File: src/rtl/accel_pkg.sv
// Shared types for the accelerator message buffer: FSM states, error codes
// and the error-priority helper.
package accel_pkg;

    typedef enum logic [1:0] {
        IDLE    = 2'd0,
        FEED    = 2'd1,
        COLLECT = 2'd2,
        DONE    = 2'd3
    } acc_state_t;

    typedef enum logic [2:0] {
        ERR_NONE = 3'd0,
        ERR_LEN  = 3'd1,
        ERR_ADDR = 3'd2,
        ERR_BUSY = 3'd3,
        ERR_OVF  = 3'd4
    } acc_error_t;

    // Pick the single error to record when several are raised in one cycle.
    // Overflow outranks length, which outranks busy, which outranks address.
    function automatic acc_error_t err_pick(input logic ovf, input logic len,
                                            input logic busy, input logic addr);
        acc_error_t e;
        if (ovf) begin
            e = ERR_OVF;
        end else if (len) begin
            e = ERR_LEN;
        end else if (busy) begin
            e = ERR_BUSY;
        end else if (addr) begin
            e = ERR_ADDR;
        end else begin
            e = ERR_NONE;
        end
        return e;
    endfunction

endpackage

File: src/rtl/accel_buf_regfile.sv
// Flop-based word buffer with one byte-enabled write port and one
// combinational read port. Contents are cleared by synchronous reset.
module accel_buf_regfile #(
    parameter int DATA_WIDTH = 32,
    parameter int DEPTH      = 16,
    localparam int AW        = (DEPTH > 1) ? $clog2(DEPTH) : 1,
    localparam int BW        = DATA_WIDTH / 8
) (
    input  logic                  clk,
    input  logic                  rst,
    input  logic                  we,
    input  logic [AW-1:0]         waddr,
    input  logic [BW-1:0]         be,
    input  logic [DATA_WIDTH-1:0] wdata,
    input  logic [AW-1:0]         raddr,
    output logic [DATA_WIDTH-1:0] rdata
);

    logic [DATA_WIDTH-1:0] mem_r [DEPTH];

    // Clear on reset, otherwise merge the enabled bytes of the write word
    always_ff @(posedge clk) begin
        if (rst) begin
            for (int i = 0; i < DEPTH; i++) begin
                mem_r[i] <= '0;
            end
        end else if (we && (int'(waddr) < DEPTH)) begin
            for (int b = 0; b < BW; b++) begin
                if (be[b]) begin
                    mem_r[waddr][b*8 +: 8] <= wdata[b*8 +: 8];
                end
            end
        end
    end

    // Combinational read; indices past the last entry read as zero
    always_comb begin
        rdata = '0;
        if (int'(raddr) < DEPTH) begin
            rdata = mem_r[raddr];
        end else begin
            rdata = '0;
        end
    end

endmodule

File: src/rtl/accel_msg_buffer.sv
// Message buffer and job controller between the host memory port and an
// accelerator core: host fills the input buffer, a job streams it to the
// core, the results land in the output buffer for the host to read back.
module accel_msg_buffer
    import accel_pkg::*;
#(
    parameter int DATA_WIDTH = 32,
    parameter int ADDR_WIDTH = 32,
    parameter int IN_DEPTH   = 42,
    parameter int OUT_DEPTH  = 16
) (
    input  logic                                          clk,
    input  logic                                          rst,
    input  logic                                          mem_en,
    input  logic [ADDR_WIDTH-1:0]                         mem_addr,
    input  logic                                          mem_we,
    input  logic [DATA_WIDTH/8-1:0]                       mem_be,
    input  logic [DATA_WIDTH-1:0]                         mem_wdata,
    output logic [DATA_WIDTH-1:0]                         mem_rdata,
    input  logic                                          start,
    input  logic [$clog2(IN_DEPTH+1)-1:0]                 in_len,
    output logic                                          done,
    output logic [$clog2(OUT_DEPTH*DATA_WIDTH/8+1)-1:0]   output_length_byte,
    output acc_state_t                                    accel_state,
    output acc_error_t                                    accel_error,
    output logic                                          core_in_valid,
    output logic [DATA_WIDTH-1:0]                         core_in_data,
    output logic                                          core_in_last,
    input  logic                                          core_in_ready,
    input  logic                                          core_out_valid,
    input  logic [DATA_WIDTH-1:0]                         core_out_data,
    input  logic                                          core_out_last,
    output logic                                          core_out_ready
);

    localparam int BYTES  = DATA_WIDTH / 8;
    localparam int LEN_W  = $clog2(IN_DEPTH + 1);
    localparam int CNT_W  = $clog2(OUT_DEPTH + 1);
    localparam int OLB_W  = $clog2(OUT_DEPTH * DATA_WIDTH / 8 + 1);
    localparam int IN_AW  = (IN_DEPTH > 1) ? $clog2(IN_DEPTH) : 1;
    localparam int OUT_AW = (OUT_DEPTH > 1) ? $clog2(OUT_DEPTH) : 1;

    acc_state_t             state_r;
    acc_error_t             err_r;
    logic [LEN_W-1:0]       rd_ptr_r;
    logic [LEN_W-1:0]       len_r;
    logic [CNT_W-1:0]       cnt_r;
    logic                   done_r;
    logic [OLB_W-1:0]       olb_r;
    logic [DATA_WIDTH-1:0]  rdata_r;

    logic                   feed_s;
    logic                   collect_s;
    logic                   busy_s;
    logic                   in_hit_s;
    logic                   out_hit_s;
    logic [IN_AW-1:0]       host_in_idx_s;
    logic [OUT_AW-1:0]      host_out_idx_s;
    logic                   len_ok_s;
    logic                   start_ok_s;
    logic                   in_hs_s;
    logic                   out_hs_s;
    logic                   in_last_s;
    logic                   out_room_s;
    logic                   in_we_s;
    logic                   out_we_s;
    logic [IN_AW-1:0]       in_raddr_s;
    logic [DATA_WIDTH-1:0]  in_rdata_s;
    logic [DATA_WIDTH-1:0]  out_rdata_s;
    logic [DATA_WIDTH-1:0]  host_rd_s;
    logic [CNT_W-1:0]       cnt_final_s;
    logic                   addr_err_s;
    acc_error_t             err_set_s;

    // Address decode, handshakes and per-cycle error detection
    always_comb begin
        feed_s         = (state_r == FEED);
        collect_s      = (state_r == COLLECT);
        busy_s         = feed_s || collect_s;
        in_hit_s       = (mem_addr < ADDR_WIDTH'(IN_DEPTH));
        out_hit_s      = !in_hit_s && (mem_addr < ADDR_WIDTH'(IN_DEPTH + OUT_DEPTH));
        host_in_idx_s  = IN_AW'(mem_addr);
        host_out_idx_s = OUT_AW'(mem_addr - ADDR_WIDTH'(IN_DEPTH));
        len_ok_s       = (in_len != '0) && (in_len <= LEN_W'(IN_DEPTH));
        start_ok_s     = start && !busy_s && len_ok_s;
        in_hs_s        = feed_s && core_in_ready;
        out_hs_s       = collect_s && core_out_valid;
        in_last_s      = feed_s && (rd_ptr_r == (len_r - LEN_W'(1)));
        out_room_s     = (cnt_r < CNT_W'(OUT_DEPTH));
        in_we_s        = mem_en && mem_we && !busy_s && in_hit_s;
        out_we_s       = out_hs_s && out_room_s;
        cnt_final_s    = out_room_s ? (cnt_r + CNT_W'(1)) : cnt_r;
        // The core owns the input buffer read port while a message streams out
        if (feed_s) begin
            in_raddr_s = IN_AW'(rd_ptr_r);
        end else begin
            in_raddr_s = host_in_idx_s;
        end
        if (in_hit_s) begin
            host_rd_s = in_rdata_s;
        end else if (out_hit_s) begin
            host_rd_s = out_rdata_s;
        end else begin
            host_rd_s = '0;
        end
        // Writes are only legal into the input region; reads into either buffer
        if (mem_en && !busy_s) begin
            if (mem_we) begin
                addr_err_s = !in_hit_s;
            end else begin
                addr_err_s = !(in_hit_s || out_hit_s);
            end
        end else begin
            addr_err_s = 1'b0;
        end
        err_set_s = err_pick(out_hs_s && !out_room_s,
                             start && !busy_s && !len_ok_s,
                             busy_s && (start || mem_en),
                             addr_err_s);
    end

    accel_buf_regfile #(
        .DATA_WIDTH (DATA_WIDTH),
        .DEPTH      (IN_DEPTH)
    ) u_in_buf (
        .clk   (clk),
        .rst   (rst),
        .we    (in_we_s),
        .waddr (host_in_idx_s),
        .be    (mem_be),
        .wdata (mem_wdata),
        .raddr (in_raddr_s),
        .rdata (in_rdata_s)
    );

    accel_buf_regfile #(
        .DATA_WIDTH (DATA_WIDTH),
        .DEPTH      (OUT_DEPTH)
    ) u_out_buf (
        .clk   (clk),
        .rst   (rst),
        .we    (out_we_s),
        .waddr (OUT_AW'(cnt_r)),
        .be    ({BYTES{1'b1}}),
        .wdata (core_out_data),
        .raddr (host_out_idx_s),
        .rdata (out_rdata_s)
    );

    // Job FSM with its pointers, result counter and completion outputs
    always_ff @(posedge clk) begin
        if (rst) begin
            state_r  <= IDLE;
            rd_ptr_r <= '0;
            len_r    <= '0;
            cnt_r    <= '0;
            done_r   <= 1'b0;
            olb_r    <= '0;
        end else begin
            case (state_r)
                IDLE, DONE: begin
                    if (start_ok_s) begin
                        state_r  <= FEED;
                        rd_ptr_r <= '0;
                        len_r    <= in_len;
                        cnt_r    <= '0;
                        done_r   <= 1'b0;
                        olb_r    <= '0;
                    end
                end
                FEED: begin
                    if (in_hs_s) begin
                        rd_ptr_r <= rd_ptr_r + LEN_W'(1);
                        if (in_last_s) begin
                            state_r <= COLLECT;
                        end
                    end
                end
                COLLECT: begin
                    if (out_hs_s) begin
                        cnt_r <= cnt_final_s;
                        if (core_out_last) begin
                            state_r <= DONE;
                            done_r  <= 1'b1;
                            olb_r   <= OLB_W'(cnt_final_s) * OLB_W'(BYTES);
                        end
                    end
                end
                default: begin
                    state_r <= IDLE;
                end
            endcase
        end
    end

    // Sticky error code: latest raised error wins, an accepted start clears it
    always_ff @(posedge clk) begin
        if (rst) begin
            err_r <= ERR_NONE;
        end else if (err_set_s != ERR_NONE) begin
            err_r <= err_set_s;
        end else if (start_ok_s) begin
            err_r <= ERR_NONE;
        end
    end

    // Registered host read data; busy-time accesses return zero
    always_ff @(posedge clk) begin
        if (rst) begin
            rdata_r <= '0;
        end else if (mem_en && busy_s) begin
            rdata_r <= '0;
        end else if (mem_en && !mem_we) begin
            rdata_r <= host_rd_s;
        end
    end

    assign mem_rdata          = rdata_r;
    assign done               = done_r;
    assign output_length_byte = olb_r;
    assign accel_state        = state_r;
    assign accel_error        = err_r;
    assign core_in_valid      = feed_s;
    assign core_in_data       = feed_s ? in_rdata_s : '0;
    assign core_in_last       = in_last_s;
    assign core_out_ready     = collect_s;

endmodule

File: config.mk
export PLATFORM = sky130hd
export DESIGN_NAME = accel_msg_buffer
export DESIGN_NICKNAME = d
export VERILOG_FILES = /design/src/rtl/accel_pkg.sv /design/src/rtl/accel_buf_regfile.sv /design/src/rtl/accel_msg_buffer.sv
export SDC_FILE = /design/constraint.sdc
export NUM_CORES = 2
export LEC_CHECK = 0
export CAP_MARGIN = 20
export CORE_MARGIN = 4
export CORE_UTILIZATION = 42
export DETAILED_ROUTE_END_ITERATION = 16
export PLACE_DENSITY = 0.57
export SETUP_SLACK_MARGIN = 0.5
export SYNTH_ARGS = -nofsm -noshare
export SYNTH_HDL_FRONTEND = slang
export SYNTH_SLANG_ARGS = --single-unit
File: constraint.sdc
create_clock -name clk -period 4.35 [get_ports clk]
set_input_delay 0.435 -clock clk [delete_from_list [all_inputs] [get_ports clk]]
set_output_delay 0.435 -clock clk [all_outputs]
set_load 0.005 [all_outputs]
Word-level counts from Yosys, hierarchy flattened
Memories as Yosys holds them, arrays and structs flattened.
Index checks and enable logic that the tools add are counted.
{"block": "totals", "regBits": 62, "mem_bits_rw": 1856, "inputBits": 114, "out_inout_bits": 80, "elab_cells": 132, "memories": 2}
{"block": "op_classes", "addsub": 4, "n_lt_le_gt_ge": 6, "n_eq_ne": 9, "mux": 61, "n_reduce_logical": 42}
{"name": "u_in_buf.mem_r", "depth": 42, "width": 32, "read_ports": 1, "rd_ports_with_merged_regs": 0, "write_ports": 42, "line_no": "accel_buf_regfile.sv:19", "text": "logic [DATA_WIDTH-1:0] mem_r [DEPTH];"}
{"name": "u_out_buf.mem_r", "depth": 16, "width": 32, "read_ports": 1, "rd_ports_with_merged_regs": 0, "write_ports": 16, "line_no": "accel_buf_regfile.sv:19"}
{"cell": "$mux W32", "n": 6}
{"cell": "$lt A32 B6 Y1 const B", "n": 2}
{"cell": "$reduce_or A32 Y1", "n": 2}
{"cell": "$mux W1", "n": 27}
{"cell": "$mux W6", "n": 4}
{"cell": "$mux W7", "n": 3}
{"cell": "$logic_and A1 B1 Y1", "n": 18}
{"cell": "$mux W2", "n": 8}
{"cell": "$mux W5", "n": 3}
{"cell": "$pmux W7 S2", "n": 1}
{"cell": "$lt A6 B6 Y1 const B", "n": 2}
{"cell": "$pmux W6 S2", "n": 1}
{"cell": "$pmux W5 S2", "n": 1}
{"cell": "$mux W3", "n": 3}
{"cell": "$mux W4", "n": 2}
{"cell": "$add A6 B1 Y6 const B", "n": 1}
{"cell": "$eq A6 B6 Y1", "n": 1}
{"cell": "$le A6 B6 Y1 const B", "n": 1}
{"cell": "$logic_not A1 Y1", "n": 6}
{"cell": "$ne A2 B2 Y1 const B", "n": 3}
{"cell": "$pmux W2 S3", "n": 1}
{"cell": "$reduce_and A3 Y1", "n": 2}
{"cell": "$reduce_bool A2 Y1", "n": 3}
{"cell": "$reduce_bool A6 Y1", "n": 1}
{"cell": "15 further kinds", "n": 20}

Logic depth before layout (Yosys ltp)
{"block": "logic_depth", "depth_word": 13, "mapped_depth": 16, "ltp_nobuf": 10}

Hierarchy
From an unflattened synthesis, not the netlist that was laid out.
{"block": "unflattened", "cells_unflattened": 6288, "hier_area_um2": 88541.2}
{"mod": "accel_buf_regfile at u_in_buf", "instances": 1, "cells_each": 4333, "area_per_inst_um2": 62651.3, "seq_area_each_um2": 40358.7}
{"mod": "accel_buf_regfile at u_out_buf", "instances": 1, "cells_each": 1526, "area_per_inst_um2": 22301.4, "seq_area_each_um2": 15374.7}
{"mod": "accel_msg_buffer", "instances": 1, "cells_each": 429, "area_per_inst_um2": 3588.4, "seq_area_each_um2": 1201.2}

Worst setup path after synthesis
OpenSTA, ideal clock, no wires.
{"block": "synth_path", "kind": "input -> register", "startpoint": "input mem_addr[1]", "endpoint": "register rdata_r[15], in the netlist mem_rdata[15]", "setup_time_ns": 0.146, "arrival_ns": 3.762, "required_time_ns": 4.204, "path_slack_ns": 0.443, "stages": 12, "path_buffers": 5, "cell_sequence": "clkbuf_1 clkbuf_1 buf_1 clkbuf_1 inv_1 ha_1 xor2_1 buf_2 mux4_2 a21oi_1 and3_1 a211oi_2"}
{"block": "synth_between", "elab_chain_len": 5, "elab_cells_between_ends": 12, "cone_classes": "add/sub: 1; order compare: 3; mux: 4; reduce/logical: 2; memory: 2"}
{"item": "start, declared", "line_no": "accel_msg_buffer.sv:15", "text": "input logic [ADDR_WIDTH-1:0] mem_addr,"}
{"item": "$lt A32 B6 Y1", "line_no": "accel_msg_buffer.sv:80", "text": "in_hit_s = (mem_addr < ADDR_WIDTH'(IN_DEPTH));"}
{"item": "$logic_not A1 Y1", "line_no": "accel_msg_buffer.sv:81", "text": "out_hit_s = !in_hit_s && (mem_addr < ADDR_WIDTH'(IN_DEPTH + OUT_DEPTH));"}
{"item": "$logic_and A1 B1 Y1", "line_no": "accel_msg_buffer.sv:81"}
{"item": "$mux W32", "line_no": "accel_msg_buffer.sv:101", "text": "end else if (out_hit_s) begin"}
{"item": "$mux W32 (*)", "line_no": "accel_msg_buffer.sv:99", "text": "if (in_hit_s) begin"}
{"item": "end signal, assigned", "line_no": "accel_msg_buffer.sv:214", "text": "rdata_r <= host_rd_s;"}
{"item": "end, declared", "line_no": "accel_msg_buffer.sv:50", "text": "logic [DATA_WIDTH-1:0] rdata_r;"}
Mark *: on every way between the ends. The rest lies on a longest branch, timed or not.
A chain may end at the register's enable or synchronous reset.

Final worst setup path
{"block": "layout_path", "startpoint": "register state_r[1], in the netlist accel_state[1]", "endpoint": "output core_in_data[16]"}
{"block": "layout_between", "elab_chain_len": 5, "elab_cells_between_ends": 6, "cone_classes": "order compare: 1; eq/ne: 1; mux: 3; memory: 1"}
{"item": "start, declared", "line_no": "accel_msg_buffer.sv:43", "text": "acc_state_t state_r;"}
{"item": "start signal, assigned", "line_no": "accel_msg_buffer.sv:153", "text": "state_r <= IDLE;"}
{"item": "start signal, assigned", "line_no": "accel_msg_buffer.sv:163", "text": "state_r <= FEED;"}
{"item": "start signal, assigned", "line_no": "accel_msg_buffer.sv:175", "text": "state_r <= COLLECT;"}
{"item": "$eq A2 B1 Y1 (*)", "line_no": "accel_msg_buffer.sv:77", "text": "feed_s = (state_r == FEED);"}
{"item": "$mux W6", "line_no": "accel_msg_buffer.sv:94", "text": "if (feed_s) begin"}
{"item": "$mem_v2 Z42 W32 or $lt A6 B6 Y1 (tied branches)"}
{"item": "$mux W32", "line_no": "accel_buf_regfile.sv:39", "text": "if (int'(raddr) < DEPTH) begin"}
{"item": "$mux W32 (*)", "line_no": "accel_msg_buffer.sv:224", "text": "assign core_in_data = feed_s ? in_rdata_s : '0;"}
{"item": "end, declared", "line_no": "accel_msg_buffer.sv:27", "text": "output logic [DATA_WIDTH-1:0] core_in_data,"}
Marked as above.

==> impl_metrics.toml <==
[status]
status = "finished, violations left"
violations = "setup timing"

[cells_and_area]
final_common_cell = "edfxtp_1"
fin_util_pct = 52.0
finish.instance_area_sq_um = 108000
drive_above_1_share_pct = 24.0
fillCellCount = 17500
layout.nets = 7847
instances_no_fill = 10700
synthToLayoutAreaGrowth_pct = 23.1
layout.cells.most_common_list = "edfxtp_1, nor2_1, nand2_1, buf_4, and2_1"

[clocking]
clock_latency_ns = 0.85
cts_num_sinks = 1916
clockRootBuffer = "clkbuf_16"
numCtsBuffers = 201
path_clk_slew_ns = 0.06
cts_max_level = 4
cts_tree = "built"
cts_buffer_depth = 3

[critical_path]
slowest_stage = "dfxtp_2"
cp_data_arrival_time_ns = 4.20
cp-start-kind = "flop"
path_max_fanout = 15
critical_path.top_delay_family = "buffers and inverters"
critPathRequiredTime_ns = 3.91
critPathMaxStageDelay_ns = 0.34
crit_buf_inv = 9
end_kind = "output pin"
critPathKind = "reg -> out"
path_cells = "inv_2 -> ha_4 -> buf_12 -> mux2i_4 -> buf_12 -> buf_4 -> nor2_4 -> buf_4 -> buf_12 -> buf_16 -> nand3_1 -> a31oi_2 -> o31a_1 -> buf_4 -> nor2_1 -> nor2_4 -> nor2_1 -> buf_2"

[global_route]
grt_pass1_wl_um = 434000
grt_antenna_before_repair = 19
grt_max_degree = 129
gr-total-overflow = 0
grt_pass1_vias = 60900
track_usage_pct = 27.7

[timing]
slew_headroom_pct = 21.3
drv_slew = 0
tightest_slew_ns = 1.18
clock_skew_ns = 0.0460
rsz0062_at_grt = "yes"
timing.fmax_ghz = 0.216
hold_viol_final = 0
min_period_over_period_pct = 106
setup_slack_ns = -0.282
post-route-min-period_ns = 4.63
setup_violations = 30

[floorplan]
start_util_pct = 42.2
fp.coreArea_sq_um = 207000
die_area_sq_um = 216000
die_height_um = 464
die_w_um = 464
ios = 194
std_cell_rows = 167

[drt]
drc = 0
avgViaCountPerCell = 5.82
wl_met1_um = 116000
met3WireLength_um = 27100
topRoutingLayerUsed = "met5"
ant_nets = 0
dr.first_iter.drc_count = 7829
dr.pass1.iters = 6
wire_per_inst_um = 28.7
wl_met2_um = 147000
wl_um = 307000
vias = 62200

[pwr]
switchingPower_mw = 15.9
power_frac_comb_pct = 27.0
p_leak_nw = 37.4
power_density_nw_per_um2 = 487
power_mw = 52.4
power_frac_clock_pct = 32.5
vdd.ir_drop.worst_v = 0.000419
swShare_pct = 30.3
power.internal_mw = 36.5
seqPwrFrac_pct = 40.5

[placed_design]
dp_cells = 10100
dp_slack_ns = -0.712
io_buffer_count = 191
dpl_cell_area_sq_um = 96100
place.gp.congestion = 0.895
dp_hpwl_um = 188000

[synth]
avgSynthCellArea_sq_um = 12.3
yosysWarnings = 0
yosysSeqAreaShare_pct = 65.1
synth_edf_count = 1856
netlist_instances = 7124
synthArstFlopShare_pct = 0
synthDistinctLibCells = 83
ys.flop_type = "edfxtp_1"
syn_area_sq_um = 87400
ys_seq_elements = 1916

[min_path]
hp-class = "in -> reg"

[job]
drv_cap = 0
==> state kept, by name (all words and copies together) (netlist names) <==
name / cells
u_in_buf.mem_r: 1344
u_out_buf.mem_r: 512
mem_rdata: 32
len_r: 6
rd_ptr_r: 6
cnt_r: 5
output_length_byte: 5
accel_error: 3
accel_state: 2
done: 1
==> stage by stage <==
stage | hold WS [ns] | TNS [ns]
global route | 0.267 | -7.03
finish | 0.262 | -4.49
CTS | 0.208 | -7.80
floorplan | 0.463 | 0
global placement | 0.465 | -8.40
detailed placement | 0.475 | -8.47
==> synthesized netlist by cell type (16+ instances only) <==
| cell | n | share of area (%) |
|---|---|---|
| a211oi_1 | 22 | 0.19 |
| a21oi_1 | 119 | 0.68 |
| a311oi_1 | 27 | 0.27 |
| a31oi_1 | 102 | 0.73 |
| a32oi_1 | 53 | 0.53 |
| and2_1 | 524 | 3.7 |
| and3_1 | 41 | 0.29 |
| buf_1 | 27 | 0.12 |
| buf_2 | 196 | 1.1 |
| buf_4 | 90 | 0.77 |
| buf_6 | 19 | 0.24 |
| clkbuf_1 | 349 | 1.5 |
| dfxtp_1 | 60 | 1.4 |
| edfxtp_1 | 1856 | 64 |
| inv_1 | 16 | 0.069 |
| mux2i_1 | 124 | 1.4 |
| mux4_2 | 225 | 5.8 |
| nand2_1 | 972 | 4.2 |
| nand2_2 | 21 | 0.15 |
| nand2b_1 | 19 | 0.14 |
| nand3_1 | 296 | 1.7 |
| nor2_1 | 1375 | 5.9 |
| nor2_2 | 90 | 0.64 |
| nor3_1 | 19 | 0.11 |
| o211ai_1 | 18 | 0.15 |
| o21ai_0 | 37 | 0.21 |
| o21bai_1 | 170 | 1.5 |
| or2_2 | 18 | 0.13 |
==> metal layers <==
layer  vias up  GRT usage, %
li1      26500             -
met4        10          13.9
met2      3352          45.0
met1     31700          35.7
met3       658          5.06
met5         -             0
==> layout make-up <==
| cell class | instances | area (sq um) | share of cell area, % |
|---|---|---|---|
| tap | 2788 | 3490 | 3.24 |
| inverter | 17 | 65.1 | 0.0604 |
| multi-input combinational | 4510 | 29400 | 27.3 |
| sequential | 1916 | 56900 | 52.9 |
| clock inverter | 116 | 1030 | 0.953 |
| antenna | 7 | 17.5 | 0.0163 |
| clock buffer | 259 | 5360 | 4.98 |
| timing repair buffer | 1073 | 11300 | 10.5 |
==> repair_timing <==
action	4_1_cts	5_1_grt
setup buffers	70	97
resized for setup	401	229
endpoints found under the setup margin	41	32
hold endpoints to repair	16	0
cloned	25	13
hold buffers	1	0
pin swaps	69	104
==> tightest hold or removal path, delay by kind of cell <==
kind,cells,cell delay [ns]
muxes,1,0.14
buffers and inverters,1,0.44
and+or+nand+nor,1,0.05
==> power groups by stage <==
stage                     logic (mW)  registers, mW  clock network, mW
after CTS                       12.6           21.2               17.2
after global routing            14.6           21.3               18.0
after detailed placement        10.7           21.6                  0
final                           14.2           21.2               17.0
after global placement          10.7           21.6                  0
after floorplan                 5.24           21.5                  0
==> path summary, 6_finish.rpt <==
check	startpoint	to	slack, ns	depth (start not counted)
setup / recovery	accel_state[1]$_SDFFE_PP0P_	core_in_data[16]	-0.28	18
hold / removal	in_len[1]	len_r[1]$_SDFFE_PP0P_	0.26	3
setup reg to reg	accel_state[1]$_SDFFE_PP0P_	mem_rdata[4]$_SDFFE_PP0P_	0.54	16
hold reg to reg	output_length_byte[2]$_SDFFE_PP0P_	output_length_byte[2]$_SDFFE_PP0P_	0.48	2
==> cell families (layout without fill, tap and decap cells) <==
family | after synthesis | after routing | share of synthesized area (%)
and+or+nand+nor | 3435 | 3435 | 17.6
other | 1 | 9 | 0.00429
AOI/OAI and AO/OA | 682 | 682 | 5.66
xor gates and xnor gates | 15 | 15 | 0.150
DFF | 1916 | 1916 | 65.1
adders and majority gates | 15 | 15 | 0.212
buffers and inverters | 700 | 1465 | 3.87
muxes | 360 | 361 | 7.44
Power figures use the tool's default switching activity.
